## src/rtl/charmap_pkg.sv

```systemverilog
// Shared constants and types for the character-RAM arbiter: screen geometry,
// control character codes and the arbiter state encoding.
package charmap_pkg;

   localparam int unsigned COLS = 80;
   localparam int unsigned ROWS = 60;

   localparam logic [7:0] CHAR_NL = 8'h0A;
   localparam logic [7:0] CHAR_FF = 8'h0C;
   localparam logic [7:0] CHAR_SP = 8'h20;

   typedef enum logic {
      IDLE,
      CLEAR
   } arb_state_t;

endpackage

```

## src/rtl/charmap_arbiter_if.sv

```systemverilog
// Bundle of CPU write, VGA read, char RAM port and status signals around the arbiter.
// The slave modport is the arbiter's view; master is its surroundings.
interface charmap_arbiter_if #(
   parameter int ADDR_W = 13
);
   logic              cpu_wr_valid;
   logic [7:0]        cpu_wr_char;
   logic              cpu_wr_ready;
   logic              cpu_cur_set;
   logic [ADDR_W-1:0] cpu_cur_pos;

   logic              vga_rd_req;
   logic [ADDR_W-1:0] vga_rd_addr;
   logic              vga_rd_valid;
   logic [7:0]        vga_rd_char;

   logic              ram_en;
   logic              ram_we;
   logic [ADDR_W-1:0] ram_addr;
   logic [7:0]        ram_wdata;
   logic [7:0]        ram_rdata;

   logic [ADDR_W-1:0] cursor;
   logic              busy;

   modport slave (
      input  cpu_wr_valid, cpu_wr_char, cpu_cur_set, cpu_cur_pos,
      input  vga_rd_req, vga_rd_addr, ram_rdata,
      output cpu_wr_ready, vga_rd_valid, vga_rd_char,
      output ram_en, ram_we, ram_addr, ram_wdata, cursor, busy
   );

   modport master (
      output cpu_wr_valid, cpu_wr_char, cpu_cur_set, cpu_cur_pos,
      output vga_rd_req, vga_rd_addr, ram_rdata,
      input  cpu_wr_ready, vga_rd_valid, vga_rd_char,
      input  ram_en, ram_we, ram_addr, ram_wdata, cursor, busy
   );

endinterface

```

## src/rtl/char_fifo.sv

```systemverilog
// Small synchronous FIFO with first-word fall-through head, used to buffer CPU characters.
// DEPTH must be a power of two so the pointers wrap on their own.
module char_fifo #(
   parameter int WIDTH = 8,
   parameter int DEPTH = 4
) (
   input  logic             clk,
   input  logic             srst,
   input  logic             push,
   input  logic [WIDTH-1:0] din,
   input  logic             pop,
   output logic [WIDTH-1:0] dout,
   output logic             full,
   output logic             empty
);
   localparam int PTR_W = (DEPTH > 1) ? $clog2(DEPTH) : 1;

   logic [WIDTH-1:0] mem_reg [DEPTH];
   logic [PTR_W-1:0] wr_ptr_reg;
   logic [PTR_W-1:0] rd_ptr_reg;
   logic [PTR_W:0]   count_reg;
   logic             do_push;
   logic             do_pop;

   assign full    = (count_reg == (PTR_W + 1)'(DEPTH));
   assign empty   = (count_reg == '0);
   assign do_push = push && !full;
   assign do_pop  = pop && !empty;
   assign dout    = mem_reg[rd_ptr_reg];

   always_ff @(posedge clk) begin
      if (do_push) begin
         mem_reg[wr_ptr_reg] <= din;
      end
   end

   always_ff @(posedge clk) begin
      if (srst) begin
         wr_ptr_reg <= '0;
         rd_ptr_reg <= '0;
         count_reg  <= '0;
      end else begin
         if (do_push) begin
            wr_ptr_reg <= wr_ptr_reg + PTR_W'(1);
         end
         if (do_pop) begin
            rd_ptr_reg <= rd_ptr_reg + PTR_W'(1);
         end
         case ({do_push, do_pop})
            2'b10:   count_reg <= count_reg + (PTR_W + 1)'(1);
            2'b01:   count_reg <= count_reg - (PTR_W + 1)'(1);
            default: count_reg <= count_reg;
         endcase
      end
   end

endmodule

```

## src/rtl/charmap_arbiter.sv

```systemverilog
// Single-port char RAM owner: VGA reads win the port, then the clear sweep, then buffered
// CPU characters. Tracks the text cursor and handles newline / form-feed.
module charmap_arbiter
   import charmap_pkg::*;
#(
   parameter int ADDR_W     = 13,
   parameter int FIFO_DEPTH = 4
) (
   input logic               clk,
   input logic               reset,
   charmap_arbiter_if.slave  bus
);
   localparam int unsigned       CELLS     = COLS * ROWS;
   localparam logic [ADDR_W-1:0] LAST_ADDR = ADDR_W'(CELLS - 1);
   localparam logic [ADDR_W-1:0] LAST_ROW  = ADDR_W'(ROWS - 1);

   arb_state_t        state_reg;
   logic [ADDR_W-1:0] cursor_reg;
   logic [ADDR_W-1:0] cursor_next;
   logic [ADDR_W-1:0] clr_addr_reg;
   logic              vga_valid_reg;

   logic              fifo_full;
   logic              fifo_empty;
   logic              fifo_push;
   logic              fifo_pop;
   logic [7:0]        head_char;

   logic              grant_vga;
   logic              grant_clear;
   logic              grant_pop;
   logic              head_is_nl;
   logic              head_is_ff;

   logic [ADDR_W-1:0] cursor_row;
   logic [ADDR_W-1:0] cursor_inc;
   logic [ADDR_W-1:0] row_next;
   logic [ADDR_W-1:0] cur_load;

   assign fifo_push = bus.cpu_wr_valid && !fifo_full;

   char_fifo #(
      .WIDTH (8),
      .DEPTH (FIFO_DEPTH)
   ) u_fifo (
      .clk   (clk),
      .srst  (reset),
      .push  (fifo_push),
      .din   (bus.cpu_wr_char),
      .pop   (fifo_pop),
      .dout  (head_char),
      .full  (fifo_full),
      .empty (fifo_empty)
   );

   assign grant_vga   = bus.vga_rd_req;
   assign grant_clear = !grant_vga && (state_reg == CLEAR);
   assign grant_pop   = !grant_vga && (state_reg == IDLE) && !fifo_empty;
   assign fifo_pop    = grant_pop;
   assign head_is_nl  = (head_char == CHAR_NL);
   assign head_is_ff  = (head_char == CHAR_FF);

   // Control characters consume a pop but never touch the RAM port.
   always_comb begin
      bus.ram_en    = 1'b0;
      bus.ram_we    = 1'b0;
      bus.ram_addr  = '0;
      bus.ram_wdata = '0;
      if (grant_vga) begin
         bus.ram_en   = 1'b1;
         bus.ram_addr = bus.vga_rd_addr;
      end else if (grant_clear) begin
         bus.ram_en    = 1'b1;
         bus.ram_we    = 1'b1;
         bus.ram_addr  = clr_addr_reg;
         bus.ram_wdata = CHAR_SP;
      end else if (grant_pop && !head_is_nl && !head_is_ff) begin
         bus.ram_en    = 1'b1;
         bus.ram_we    = 1'b1;
         bus.ram_addr  = cursor_reg;
         bus.ram_wdata = head_char;
      end
   end

   assign cursor_row = ADDR_W'(32'(cursor_reg) / COLS);
   assign cursor_inc = (cursor_reg == LAST_ADDR) ? '0 : cursor_reg + ADDR_W'(1);
   assign row_next   = (cursor_row == LAST_ROW) ? '0
                                                : ADDR_W'((32'(cursor_row) + 32'd1) * COLS);
   assign cur_load   = (32'(bus.cpu_cur_pos) >= CELLS) ? '0 : bus.cpu_cur_pos;

   // An explicit CPU cursor load overrides whatever the popped character would do.
   always_comb begin
      cursor_next = cursor_reg;
      if (bus.cpu_cur_set) begin
         cursor_next = cur_load;
      end else if (grant_pop) begin
         if (head_is_nl) begin
            cursor_next = row_next;
         end else if (head_is_ff) begin
            cursor_next = '0;
         end else begin
            cursor_next = cursor_inc;
         end
      end
   end

   always_ff @(posedge clk) begin
      if (reset) begin
         state_reg     <= IDLE;
         clr_addr_reg  <= '0;
         cursor_reg    <= '0;
         vga_valid_reg <= 1'b0;
      end else begin
         cursor_reg    <= cursor_next;
         vga_valid_reg <= grant_vga;
         case (state_reg)
            IDLE: begin
               if (grant_pop && head_is_ff) begin
                  state_reg    <= CLEAR;
                  clr_addr_reg <= '0;
               end
            end
            CLEAR: begin
               if (grant_clear) begin
                  if (clr_addr_reg == LAST_ADDR) begin
                     state_reg    <= IDLE;
                     clr_addr_reg <= '0;
                  end else begin
                     clr_addr_reg <= clr_addr_reg + ADDR_W'(1);
                  end
               end
            end
            default: state_reg <= IDLE;
         endcase
      end
   end

   assign bus.cursor       = cursor_reg;
   assign bus.vga_rd_valid = vga_valid_reg;
   assign bus.vga_rd_char  = vga_valid_reg ? bus.ram_rdata : 8'h00;
   assign bus.cpu_wr_ready = !fifo_full;
   assign bus.busy         = (state_reg == CLEAR) || !fifo_empty;

endmodule

```

## src/flat_wrapper.sv

```systemverilog
// flat-port wrapper written by rule: the top's interface ports become plain ports
module charmap_arbiter_flat import charmap_pkg::*;
#(
   parameter int ADDR_W     = 13,
   parameter int FIFO_DEPTH = 4
)
  (clk, reset, bus_cpu_wr_valid, bus_cpu_wr_char, bus_cpu_cur_set, bus_cpu_cur_pos, bus_vga_rd_req, bus_vga_rd_addr, bus_ram_rdata, bus_cpu_wr_ready, bus_vga_rd_valid, bus_vga_rd_char, bus_ram_en, bus_ram_we, bus_ram_addr, bus_ram_wdata, bus_cursor, bus_busy);
  charmap_arbiter_if #(.ADDR_W(ADDR_W)) bus_i ();
  input logic clk;
  input logic reset;
  input wire logic [$bits(bus_i.cpu_wr_valid)-1:0] bus_cpu_wr_valid;
  input wire logic [$bits(bus_i.cpu_wr_char)-1:0] bus_cpu_wr_char;
  input wire logic [$bits(bus_i.cpu_cur_set)-1:0] bus_cpu_cur_set;
  input wire logic [$bits(bus_i.cpu_cur_pos)-1:0] bus_cpu_cur_pos;
  input wire logic [$bits(bus_i.vga_rd_req)-1:0] bus_vga_rd_req;
  input wire logic [$bits(bus_i.vga_rd_addr)-1:0] bus_vga_rd_addr;
  input wire logic [$bits(bus_i.ram_rdata)-1:0] bus_ram_rdata;
  output wire logic [$bits(bus_i.cpu_wr_ready)-1:0] bus_cpu_wr_ready;
  output wire logic [$bits(bus_i.vga_rd_valid)-1:0] bus_vga_rd_valid;
  output wire logic [$bits(bus_i.vga_rd_char)-1:0] bus_vga_rd_char;
  output wire logic [$bits(bus_i.ram_en)-1:0] bus_ram_en;
  output wire logic [$bits(bus_i.ram_we)-1:0] bus_ram_we;
  output wire logic [$bits(bus_i.ram_addr)-1:0] bus_ram_addr;
  output wire logic [$bits(bus_i.ram_wdata)-1:0] bus_ram_wdata;
  output wire logic [$bits(bus_i.cursor)-1:0] bus_cursor;
  output wire logic [$bits(bus_i.busy)-1:0] bus_busy;
  assign bus_i.cpu_wr_valid = bus_cpu_wr_valid;
  assign bus_i.cpu_wr_char = bus_cpu_wr_char;
  assign bus_i.cpu_cur_set = bus_cpu_cur_set;
  assign bus_i.cpu_cur_pos = bus_cpu_cur_pos;
  assign bus_i.vga_rd_req = bus_vga_rd_req;
  assign bus_i.vga_rd_addr = bus_vga_rd_addr;
  assign bus_i.ram_rdata = bus_ram_rdata;
  assign bus_cpu_wr_ready = bus_i.cpu_wr_ready;
  assign bus_vga_rd_valid = bus_i.vga_rd_valid;
  assign bus_vga_rd_char = bus_i.vga_rd_char;
  assign bus_ram_en = bus_i.ram_en;
  assign bus_ram_we = bus_i.ram_we;
  assign bus_ram_addr = bus_i.ram_addr;
  assign bus_ram_wdata = bus_i.ram_wdata;
  assign bus_cursor = bus_i.cursor;
  assign bus_busy = bus_i.busy;
  charmap_arbiter #(.ADDR_W(ADDR_W), .FIFO_DEPTH(FIFO_DEPTH)) u_core (.clk(clk), .reset(reset), .bus(bus_i));
endmodule
```

## config.mk

```make
export PLATFORM = sky130hd
export DESIGN_NAME = charmap_arbiter_flat
export DESIGN_NICKNAME = d
export VERILOG_FILES = /design/src/rtl/charmap_pkg.sv /design/src/rtl/charmap_arbiter_if.sv /design/src/rtl/char_fifo.sv /design/src/rtl/charmap_arbiter.sv /design/src/flat_wrapper.sv
export SDC_FILE = /design/constraint.sdc
export NUM_CORES = 1
export LEC_CHECK = 0
export BUFFER_PORTS_ARGS = -buffer_cell sky130_fd_sc_hd__clkbuf_2
export CAP_MARGIN = 10
export CELL_PAD_IN_SITES_DETAIL_PLACEMENT = 1
export CELL_PAD_IN_SITES_GLOBAL_PLACEMENT = 2
export CORE_ASPECT_RATIO = 1.2
export CORE_MARGIN = 10
export CORE_UTILIZATION = 35
export CTS_CLUSTER_DIAMETER = 120
export CTS_CLUSTER_SIZE = 10
export DETAILED_ROUTE_END_ITERATION = 6
export GPL_TIMING_DRIVEN = 0
export PLACE_DENSITY_LB_ADDON = 0.1
export SLEW_MARGIN = 10
export SYNTH_ARGS = -nofsm -noshare
export SYNTH_HDL_FRONTEND = slang
export SYNTH_HIERARCHICAL = 1
export SYNTH_SLANG_ARGS = --single-unit
```

## constraint.sdc

```tcl
create_clock -name clk -period 7.51 [get_ports clk]
set_input_delay 1.502 -clock clk [delete_from_list [all_inputs] [get_ports clk]]
set_output_delay 1.502 -clock clk [all_outputs]
set_load 0.03 [all_outputs]
```

# [After elaboration in Yosys (flattened, before gate mapping)]
# Memory sizes are Yosys's and may differ from the RTL's. A register that Yosys moved wholly into a read port is not among the register bits.
# Cells that the tools add are included.
[op_classes] bitwise_logic=1 n_div=1 order_cmp=1 n_addsub=7 n_reduce_logical=19 muxes=31 mul=1 eq_ne=10
[op_table] operator="$mux W13" n=13
[op_table] operator="$div A13 B7 Y32 const B" n=1
[op_table] operator="$mul A32 B3 Y9 const B" n=1
[op_table] operator="$mux W8" n=4
[op_table] operator="$add A13 B1 Y13 const B" n=2
[op_table] operator="$eq A13 B13 Y1 const B" n=2
[op_table] operator="$pmux W13 S2" n=1
[op_table] operator="$eq A8 B4 Y1 const B" n=2
[op_table] operator="$add A13 B1 Y14 const B" n=1
[op_table] operator="$eq A13 B6 Y1 const B" n=1
[op_table] operator="$ge A13 B13 Y1 const B" n=1
[op_table] operator="$logic_and A1 B1 Y1" n=9
[op_table] operator="$mux W1" n=9
[op_table] operator="$pmux W3 S2" n=1
[op_table] operator="$logic_not A1 Y1" n=5
[op_table] operator="$add A2 B1 Y2 const B" n=2
[op_table] operator="$mux W2" n=2
[op_table] operator="$ne A2 B2 Y1 const B" n=2
[op_table] operator="$reduce_bool A2 Y1" n=2
[op_table] operator="$add A3 B1 Y3 const B" n=1
[op_table] operator="$eq A3 B3 Y1 const B" n=1
[op_table] operator="$logic_not A3 Y1" n=1
[op_table] operator="$sub A3 B1 Y3 const B" n=1
[op_table] operator="$eq A2 B1 Y1 const B" n=1
[op_table] operator="5 further kinds" n=5
[totals] n_memories=1 word_cells=79 out_inout_bits=47 regBits=35 ramBits=32
[memory_table] memory="u_core.u_fifo.mem_reg" depth=4 width=8 read_ports=1 rd_ports_with_merged_regs=1 wr=1 line_no="char_fifo.sv:18" source="logic [WIDTH-1:0] mem_reg [DEPTH];"

# [Longest topological paths before layout]
# Gate-level depths: netlist of run 1.
[depth] word_depth=8 ltp_mapped=33

# [By module]
# Netlist of run 1, hierarchy kept.
[by_module_without_submodules] mod="charmap_arbiter" seq_area_each_um2=560.5 cells_each=575 area_per_inst_um2=4093.9 n_inst=1
[by_module_without_submodules] mod="char_fifo" seq_area_each_um2=1141.1 cells_each=96 area_per_inst_um2=1635.3 n_inst=1

# [Worst setup path after synthesis of run 1]
# OpenSTA, ideal clock, no wires.
[synth_path] kind="reg2reg" startpoint="reg u_core.cursor_reg[10], in the netlist u_core/bus.cursor[10]" endpoint="reg u_core.cursor_reg[12], in the netlist u_core/bus.cursor[12]" setup_slack_ns=1.146 n_path_buf=2 setup_time_ns=0.132 arrival_ns=6.232 path_stages_with_launch=32 cell_sequence="dfxtp_1 -> buf_4 -> nor2_2 -> inv_2 -> ha_1 -> nand2b_1 -> a211oi_1 -> or3_1 -> buf_2 -> o41a_4 -> o221ai_2 -> o311ai_2 -> a211oi_4 -> xor2_1 -> a2111oi_2 -> o211ai_2 -> nor2_2 -> inv_1 -> ha_1 -> and3_1 -> nor3b_2 -> xnor2_1 -> ha_1 -> ha_1 -> inv_1 -> o21bai_1 -> a21oi_1 -> xnor2_1 -> nand2b_1 -> mux2i_1 -> o21ai_1 -> a21oi_1"
[synth_via] elab_chain_len=7 elab_cells_between_ends=12 classes_between="add/sub (2); mul (1); div (1); eq/ne (2); mux (6)"
[synth_rtl] item="from (decl)" line_no="charmap_arbiter.sv:18" source="logic [ADDR_W-1:0] cursor_reg;"
[synth_rtl] item="from (signal assigned)" line_no="charmap_arbiter.sv:114" source="cursor_reg <= cursor_next;"
[synth_rtl] item="$div A13 B7 Y32" line_no="charmap_arbiter.sv:85" source="assign cursor_row = ADDR_W'(32'(cursor_reg) / COLS);"
[synth_rtl] item="$add A13 B1 Y14" line_no="charmap_arbiter.sv:88" source=": ADDR_W'((32'(cursor_row) + 32'd1) * COLS);"
[synth_rtl] item="$mul A32 B3 Y9" line_no="charmap_arbiter.sv:88"
[synth_rtl] item="$mux W13" line_no="charmap_arbiter.sv:87" source="assign row_next = (cursor_row == LAST_ROW) ? '0"
[synth_rtl] item="$mux W13 (*)" line_no="charmap_arbiter.sv:97" source="if (head_is_nl) begin"
[synth_rtl] item="$mux W13 (*)" line_no="charmap_arbiter.sv:96" source="end else if (grant_pop) begin"
[synth_rtl] item="$mux W13 (*)" line_no="charmap_arbiter.sv:94" source="if (bus.cpu_cur_set) begin"
# Every way passes the cells marked *; elsewhere a longest branch is shown, timed or not. The select of a mux whose other input is x is not followed.
# A chain may end at the register's enable or synchronous reset.

# [Worst setup path after layout of run 1]
# Same ends and word-level chain as after synthesis.

==> results of run 1 <==
-- per-layer routing --
| metal | global-route usage (%) | vias to the layer above | part of all wire (%) |
|---|---|---|---|
| met3 | 3.17 | 44 | 3.6 |
| met2 | 34.2 | 141 | 53 |
| met4 | 6.72 | 2 | 2.9 |
| met1 | 21.7 | 2811 | 40 |
| li1 | - | 2697 | - |
| met5 | 0 | - | 0.047 |
-- cell usage after synthesis, types with 9 or more instances --
master    instances
a21oi_1          33
xnor2_1          21
nor2b_1          11
inv_1            27
and3_1           12
a221o_1          14
dfxtp_1          37
ha_1             21
mux2i_1          10
nor3_1           15
nand2b_1         14
edfxtp_1         32
nor2_1           74
xor2_1           13
nand4_1           9
and2_1           21
clkbuf_1         27
or3_1             9
nand3_1          21
buf_2            11
o211ai_1         11
nand2_1          54
o21ai_0          22
-- timing repair --
| item | in CTS | in global routing |
|---|---|---|
| setup endpoints to repair | 2 | 4 |
| hold buffers | 0 | 0 |
| gates resized for setup | 1 | 13 |
| pin swaps | 0 | 3 |
| buffers inserted | 0 | 1 |
| hold endpoints to repair | 0 | 0 |
| gates cloned | 0 | 0 |
-- report_power, final --
part,internal [W],switching [W],leakage [nW]
combinational,0.000727,0.00111,1.92
clock,0.000226,0.000169,0.129
sequential,0.000435,0.0000367,0.596
total,0.00139,0.00132,2.64
-- worst register-to-register path, delay by kind of cell (launching register included) --
family,cells,cell delay [ns]
simple gates,8,2.03
xor+xnor,2,0.31
compound gates,11,2.31
flops,1,0.34
mux,1,0.17
fa+ha+maj,4,1.22
buf+inv,5,0.61
-- stage by stage --
step / instances / hold WS (ns) / cell area (um^2)
after detailed placement: 975 / 0.493 / 6450
after global placement: 975 / 0.477 / 6450
final: 992 / 0.505 / 6820
after CTS: 991 / 0.504 / 6740
after floorplan: 671 / 0.459 / 5730
after global routing: 992 / 0.564 / 6820
-- logic make-up after synthesis --
kind of cell | share of synthesized area [%]
buffers and inverters | 5.55
muxes | 4.89
adders and majority gates | 5.63
DFF | 29.7
AOI/OAI and AO/OA | 24.0
and+or+nand+nor | 24.7
xor gates and xnor gates | 5.48
-- worst min-delay path by stage --
| stage | start | endpoint | slack, ns |
|---|---|---|---|
| after floorplan | u_core/u_fifo/rd_ptr_reg[1] | flop | 0.46 |
| after global placement | u_core/u_fifo/rd_ptr_reg[1] | u_core/u_fifo/rd_ptr_reg[1] | 0.48 |
| after detailed placement | u_core/u_fifo/rd_ptr_reg[1] | u_core/u_fifo/rd_ptr_reg[1] | 0.49 |
| after CTS | u_core/u_fifo/rd_ptr_reg[1] | flop | 0.50 |
| after global routing | u_core/u_fifo/rd_ptr_reg[1] | flop | 0.56 |
| final | u_core/u_fifo/rd_ptr_reg[1] | flop | 0.51 |
-- final cells by class --
class	count	area [um^2]	area share, %
clock inverters	6	50.0	0.734
multi-input cells	526	3780	55.5
repair buffers	93	468	6.86
inverters	28	105	1.54
plain buffers	48	214	3.14
flip-flops and latches	69	1700	25.0
well taps	212	265	3.89
clock buffers	10	229	3.36
==> impl_metrics.ini, run 1 <==
[cts]
cts_buffer_depth = 2
cts_num_sinks = 69
worstSkewPairLatency_ns = 0.34
clk_pin_slew_worst_paths_ns = 0.06
tritoncts = yes
cts-htree-levels = 3
cts_made_buffers = 9
cts-root-buf = clkbuf_16

[power]
power_w = 0.00271
ir_drop_uv = 176
p_leak_nw = 2.64
powerDensity_nw_per_um2 = 397

[sta]
clock.fmax_mhz = 142
setup_viol = 0
drv_slew = 0
tightest_slew_ns = 1.21
hold_violations = 0
fin_skew_ns = 0.00806
rsz0062_at_grt = no
finalCritPeriodShare_pct = 93.5
max-slew-margin-rel_pct = 18.9
tns_ns = 0
setup_slack_ns = 0.490
min_period_ns = 7.02

[critical_path]
critPathCaptureType = flop
reg2reg_from = u_core/bus.cursor[10]
crit_family = compound AO/OA/AOI/OAI gates
reg2reg_slack_ns = 0.49
timing.rr.end = u_core/bus.cursor[12]
cpMostUsedCell = ha_1
endpoint = u_core/bus.cursor[12]
slowest_stage = o41a_4
required_ns = 7.78
reg2reg_depth = 31
crit_fanout = 10
worst-path-buf-inv = 5
cp.depth = 31
worst-setup-path-type = reg -> reg
startpoint = u_core/bus.cursor[10]
cp_slowest_stage_delay_ns = 0.56
cp-start-kind = flop
arrival_ns = 7.29

[yosys]
synth_flop_cell = dfxtp_1
async_reset_ff_share_pct = 0
yosysTopAreaCellShare_pct = 16.8
synth_area_um2 = 5730
yosysSeqAreaShare_pct = 29.7
ys_warn_count = 6
yosys.cell_types.count = 90
synthCells = 671
synth_nets = 741
syn_area_per_cell_um2 = 8.54
synthTopCellsByArea = edfxtp_1, dfxtp_1, nor2_1
yosysTopAreaCell = edfxtp_1
synth_edf_count = 32
ys_ff_latch = 69

[outcome]
status = completed

[final_layout]
final_cell_mix = clkbuf_2, nor2_1, nand2_1
diodes = 0
largest_reg_flops = 32
final_core_util_pct = 42.2
drive_above_1_share_pct = 22.2
fin_nets = 845
final_common_cell = clkbuf_2
area_delta_synth_final_pct = 19.0
fillers = 1966

[global_route]
overflow = 0
grt_first_pass_wirelength_um = 33300
grt_pass1_vias = 6112
grt_max_degree = 15
antenna_found_initial = 1
grt_usage_pct = 19.0

[placed_design]
dp_slack_ns = -0.0327
place_hpwl_um = 16500
portBuffers = 92
place.gp.congestion = 0.884

[routing]
antenna_left = 0
vias = 5695
wl_um = 21100
first_pass_iters = 5
remaining_drc_errors = 0
routedWlPerCell_um = 21.3
dr.first_iter.drc_count = 322
vias_per_cell = 5.74

[floorplanning]
die_x_um = 137
core-area_um2 = 16100
start_util_pct = 35.5
ioPinCount = 94
rows = 51
die_h_um = 160
die_area_um2 = 21900

[hold_path]
whs_path_depth = 2
hold_path.class = reg -> reg

[flow_run]
cap_violations = 0
Note: power is estimated with default switching activity, not from simulation.
==> run 2: changes to the inputs <==
CORE_MARGIN = default   (was 10)
CTS_BUF_LIST = sky130_fd_sc_hd__clkbuf_4   (was default)
PLACE_DENSITY = 0.89   (was default)
PLACE_DENSITY_LB_ADDON = default   (was 0.1)
==> run 2 against run 1 <==
  * Worst hold slack better by 0.015 ns
  * Clock-buffer cell count is 1 lower
  * Global-route usage is 4.3 points higher
  * Sequential cell count stayed put
  * First-iteration DRC count is 4.0% lower
  * Largest power group unchanged
==> impl_metrics.ini, run 2 (synthesized netlist as in run 1, its figures left out) <==
[outcome]
status = completed

[routing]
routedWlPerCell_um = 19.9
wl_um = 19600
dr.first_iter.drc_count = 309
vias = 5709
antenna_left = 0
vias_per_cell = 5.78
remaining_drc_errors = 0
first_pass_iters = 5

[final_layout]
final_common_cell = clkbuf_2
fin_nets = 845
postLayoutCellArea_um2 = 6670
drive_above_1_share_pct = 21.9
largest_reg_flops = 32
diodes = 0
fillers = 1939
area_delta_synth_final_pct = 16.4
final_cell_mix = clkbuf_2, nor2_1, nand2_1
final_cells = 988

[placed_design]
place.gp.congestion = 0.904
dp_slack_ns = 0.0443
portBuffers = 92
dp_cells = 971
placed_area_um2 = 6450
place_hpwl_um = 15200

[critical_path]
cpMostUsedCell = ha_1
endpoint = u_core/bus.cursor[12]
required_ns = 7.85
reg2reg_from = u_core/bus.cursor[10]
critPathCaptureType = flop
reg2reg_depth = 32
worst-setup-path-type = reg -> reg
slowest_stage = o41a_4
cp_slowest_stage_delay_ns = 0.56
reg2reg_slack_ns = 0.41
timing.rr.end = u_core/bus.cursor[12]
startpoint = u_core/bus.cursor[10]
arrival_ns = 7.44
crit_fanout = 10
cp-start-kind = flop

[global_route]
grt_first_pass_wirelength_um = 31000
overflow = 0
grt_pass1_vias = 6018
grt_usage_pct = 23.2
grt_max_degree = 14
antenna_found_initial = 0

[cts]
clk_pin_slew_worst_paths_ns = 0.11
cts_buffer_depth = 2
cts_hold_buf = 0
cts_num_sinks = 69
cts-htree-levels = 3
tritoncts = yes
worstSkewPairLatency_ns = 0.42
cts_made_buffers = 9
cts-root-buf = clkbuf_4

[sta]
min_period_ns = 7.10
rsz0062_at_grt = no
hold_ws_ns = 0.520
tightest_slew_ns = 1.18
drv_slew = 0
fin_skew_ns = 0.0142
setup_slack_ns = 0.409
setup_viol = 0
finalCritPeriodShare_pct = 94.6
tns_ns = 0
max-slew-margin-rel_pct = 20.8
hold_violations = 0
clock.fmax_mhz = 141

[floorplanning]
ioPinCount = 94
die_h_um = 142
start_util_pct = 36.2
rows = 50
core-area_um2 = 15800
die_x_um = 119
die_area_um2 = 16900

[flow_run]
cap_violations = 0

[power]
ir_drop_uv = 181
powerDensity_nw_per_um2 = 380
p_leak_nw = 2.59

[hold_path]
hold_path.class = reg -> reg
run 2: metrics by stage:
stage                     power [W]  utilization [%]
after CTS                   0.00250             41.8
final                       0.00253             42.1
after detailed placement    0.00220             40.8
after global routing        0.00272             42.1
after global placement      0.00215             40.8
after floorplan             0.00179                -
run 2: worst min-delay path by stage:
stage / from / to / slack, ns / depth (start not counted)
3_5_place_dp: u_core/u_fifo/wr_ptr_reg[1] / u_core/u_fifo/wr_ptr_reg[1] / 0.51 / 2
2_1_floorplan: u_core/u_fifo/rd_ptr_reg[1] / flop / 0.46 / 2
5_1_grt: u_core/u_fifo/wr_ptr_reg[1] / u_core/u_fifo/wr_ptr_reg[1] / 0.54 / 2
6_report: u_core/u_fifo/wr_ptr_reg[1] / u_core/u_fifo/wr_ptr_reg[1] / 0.52 / 2
3_3_place_gp: u_core/u_fifo/rd_ptr_reg[1] / u_core/u_fifo/rd_ptr_reg[1] / 0.47 / 2
4_1_cts: u_core/u_fifo/wr_ptr_reg[1] / u_core/u_fifo/wr_ptr_reg[1] / 0.53 / 2
run 2: timing repair:
item,in CTS,in global routing
cloned,0,0
gates resized for setup,1,8
buffers inserted,0,1
hold endpoints to repair,0,0
pin swaps,0,3
setup endpoints to repair,1,3
run 2: critical path, delay by kind of cell, from the launching register on:
| kind | cells | cell delay (ns) |
|---|---|---|
| simple gates | 8 | 1.73 |
| xor+xnor | 2 | 0.25 |
| buf+inv | 6 | 0.84 |
| flops | 1 | 0.35 |
| fa+ha+maj | 4 | 1.29 |
| compound gates | 11 | 2.39 |
| mux | 1 | 0.17 |
run 2: area by class of cell:
cell class	instances	area [um^2]	area share, %
well taps	208	260	3.90
repair buffers	93	468	7.02
inverters	28	105	1.58
flip-flops and latches	69	1700	25.5
multi-input cells	526	3760	56.3
clock inverters	7	97.6	1.46
plain buffers	48	213	3.19
clock buffers	9	67.6	1.01
run 2: where the power goes:
part / switching (W) / internal, W
sequential: 0.0000377 / 0.000435
combinational: 0.00108 / 0.000700
clock: 0.000146 / 0.000137
total: 0.00126 / 0.00127
run 2: routing by layer:
metal	global-route usage [%]	vias up	part of all wire, %
met5	0	-	0
met4	10.5	0	2.8
li1	-	2696	-
met2	43.7	166	52
met3	2.08	36	3.5
met1	26.6	2811	42
==> run 3: changes to the inputs <==
CTS_BUF_LIST = sky130_fd_sc_hd__clkbuf_8   (was sky130_fd_sc_hd__clkbuf_4)
==> run 3 against run 2 <==
  * Worst hold slack worse by 0.0052 ns
  * Die area unchanged
  * Largest cell class unchanged
  * Largest power group unchanged
  * Register-to-register slack worse by 0.02 ns
  * Wire length up 0.41%
  * Critical endpoint unchanged
==> impl_metrics.ini, run 3 (synthesized netlist as in run 1, its figures left out) <==
[sta]
finalCritPeriodShare_pct = 94.8
setup_slack_ns = 0.392
drv_slew = 0
clock.fmax_mhz = 140
max-slew-margin-rel_pct = 23.3
setup_viol = 0
min_period_ns = 7.12
rsz0062_at_grt = no
fin_skew_ns = 0.0114
tightest_slew_ns = 1.14
tns_ns = 0
hold_violations = 0

[final_layout]
diodes = 0
drive_above_1_share_pct = 22.1
fillers = 1933
final_common_cell = clkbuf_2
fin_nets = 845
largest_reg_flops = 32
final_cell_mix = clkbuf_2, nor2_1, nand2_1
final_cells = 988
area_delta_synth_final_pct = 17.6

[critical_path]
crit_family = compound AO/OA/AOI/OAI gates
arrival_ns = 7.39
slowest_stage = o41a_4
worst-path-buf-inv = 5
cpMostUsedCell = ha_1
cp_slowest_stage_delay_ns = 0.56
critPathCaptureType = flop
crit_fanout = 10
required_ns = 7.78
worst-setup-path-type = reg -> reg
cp-start-kind = flop

[power]
power_w = 0.00260
p_comb_share_pct = 68.2
seqPwrFrac_pct = 18.2
ir_drop_uv = 221
powerDensity_nw_per_um2 = 386
switching_share_pct = 48.7
p_leak_nw = 2.62
power_switching_w = 0.00127
clkPwrFrac_pct = 13.6
p_int_w = 0.00133

[floorplanning]
die_area_um2 = 16900
rows = 50
start_util_pct = 36.2
ioPinCount = 94
die_h_um = 142
core-area_um2 = 15800
die_x_um = 119

[routing]
antenna_left = 0
dr.first_iter.drc_count = 323
remaining_drc_errors = 0
first_pass_iters = 6
routedWlPerCell_um = 20.0
wl_um = 19700
vias_per_cell = 5.80
vias = 5732

[cts]
cts_hold_buf = 0
worstSkewPairLatency_ns = 0.36
cts_made_buffers = 9
cts_num_sinks = 69
cts_buffer_depth = 2
cts-htree-levels = 3
cts-root-buf = clkbuf_8
clk_pin_slew_worst_paths_ns = 0.07
tritoncts = yes

[global_route]
grt_first_pass_wirelength_um = 31100
overflow = 0
grt_max_degree = 14
grt_pass1_vias = 5995
antenna_found_initial = 0
grt_usage_pct = 23.3

[placed_design]
place.gp.congestion = 0.904
place_hpwl_um = 15200
dp_cells = 971
portBuffers = 92
dp_slack_ns = 0.0443

[flow_run]
cap_violations = 0

[outcome]
status = completed

[hold_path]
hold_path.class = reg -> reg
run 3: changes by cell type in the layout (fill, tap and decap cells not counted):
cell      previous run  this run
clkbuf_8             0        10
clkbuf_4             9         0
clkinv_1             1         0
run 3: worst reg2reg max path: cells and delay by family, from the launching register on:
kind | cells | cell delay, ns
muxes | 1 | 0.17
buffers and inverters | 5 | 0.63
AOI/OAI and AO/OA | 11 | 2.67
and+or+nand+nor | 7 | 1.54
DFF | 1 | 0.34
adders and majority gates | 4 | 1.29
xor gates and xnor gates | 3 | 0.40
run 3: power groups by stage:
| stage | combinational [W] | sequential (W) | clock (W) |
|---|---|---|---|
| 2_1_floorplan | 0.00130 | 0.000491 | 0 |
| 3_3_place_gp | 0.00167 | 0.000476 | 0 |
| 3_5_place_dp | 0.00171 | 0.000481 | 0 |
| 4_1_cts | 0.00174 | 0.000472 | 0.000361 |
| 5_1_grt | 0.00195 | 0.000478 | 0.000372 |
| 6_report | 0.00178 | 0.000473 | 0.000353 |
run 3: final cells by class:
| cell class | count | area (um^2) | share of cell area [%] |
|---|---|---|---|
| sequential | 69 | 1700 | 25.3 |
| clock inverter | 6 | 93.8 | 1.39 |
| clock buffer | 10 | 138 | 2.04 |
| tap | 208 | 260 | 3.86 |
| inverter | 28 | 105 | 1.56 |
| timing repair buffer | 93 | 468 | 6.95 |
| multi-input combinational | 526 | 3760 | 55.8 |
| buffer | 48 | 213 | 3.16 |
run 3: what timing repair did:
action	4_1_cts	5_1_grt
setup endpoints to repair	1	3
resized for setup	1	8
buffers inserted	0	1
pin swaps	0	3
endpoints found under the hold margin	0	0
run 3: metal layers:
metal | vias up | wire length [um] | GRT usage (%)
met5 | - | 0 | 0
met1 | 2841 | 8270 | 26.6
met4 | 0 | 534 | 10.2
met3 | 37 | 673 | 2.20
li1 | 2697 | - | -
met2 | 157 | 10200 | 43.9
run 3: metrics by stage:
step	cell area [um^2]	hold WS, ns	util, %
final	6740	0.515	42.6
after global routing	6740	0.534	42.6
after CTS	6690	0.521	42.3
after detailed placement	6450	0.511	40.8
after global placement	6450	0.474	40.8
after floorplan	5730	0.459	-
run 3: path summary, 6_finish.rpt:
path / slack (ns) / cells after the start / startpoint / to
worst max-delay path: 0.39 / 31 / u_core/bus.cursor[10] / u_core/bus.cursor[12]
worst min register to register: 0.52 / 2 / u_core/u_fifo/wr_ptr_reg[1] / u_core/u_fifo/wr_ptr_reg[1]
worst min-delay path: 0.52 / 2 / u_core/u_fifo/wr_ptr_reg[1] / u_core/u_fifo/wr_ptr_reg[1]
worst max register to register: 0.39 / 31 / u_core/bus.cursor[10] / u_core/bus.cursor[12]
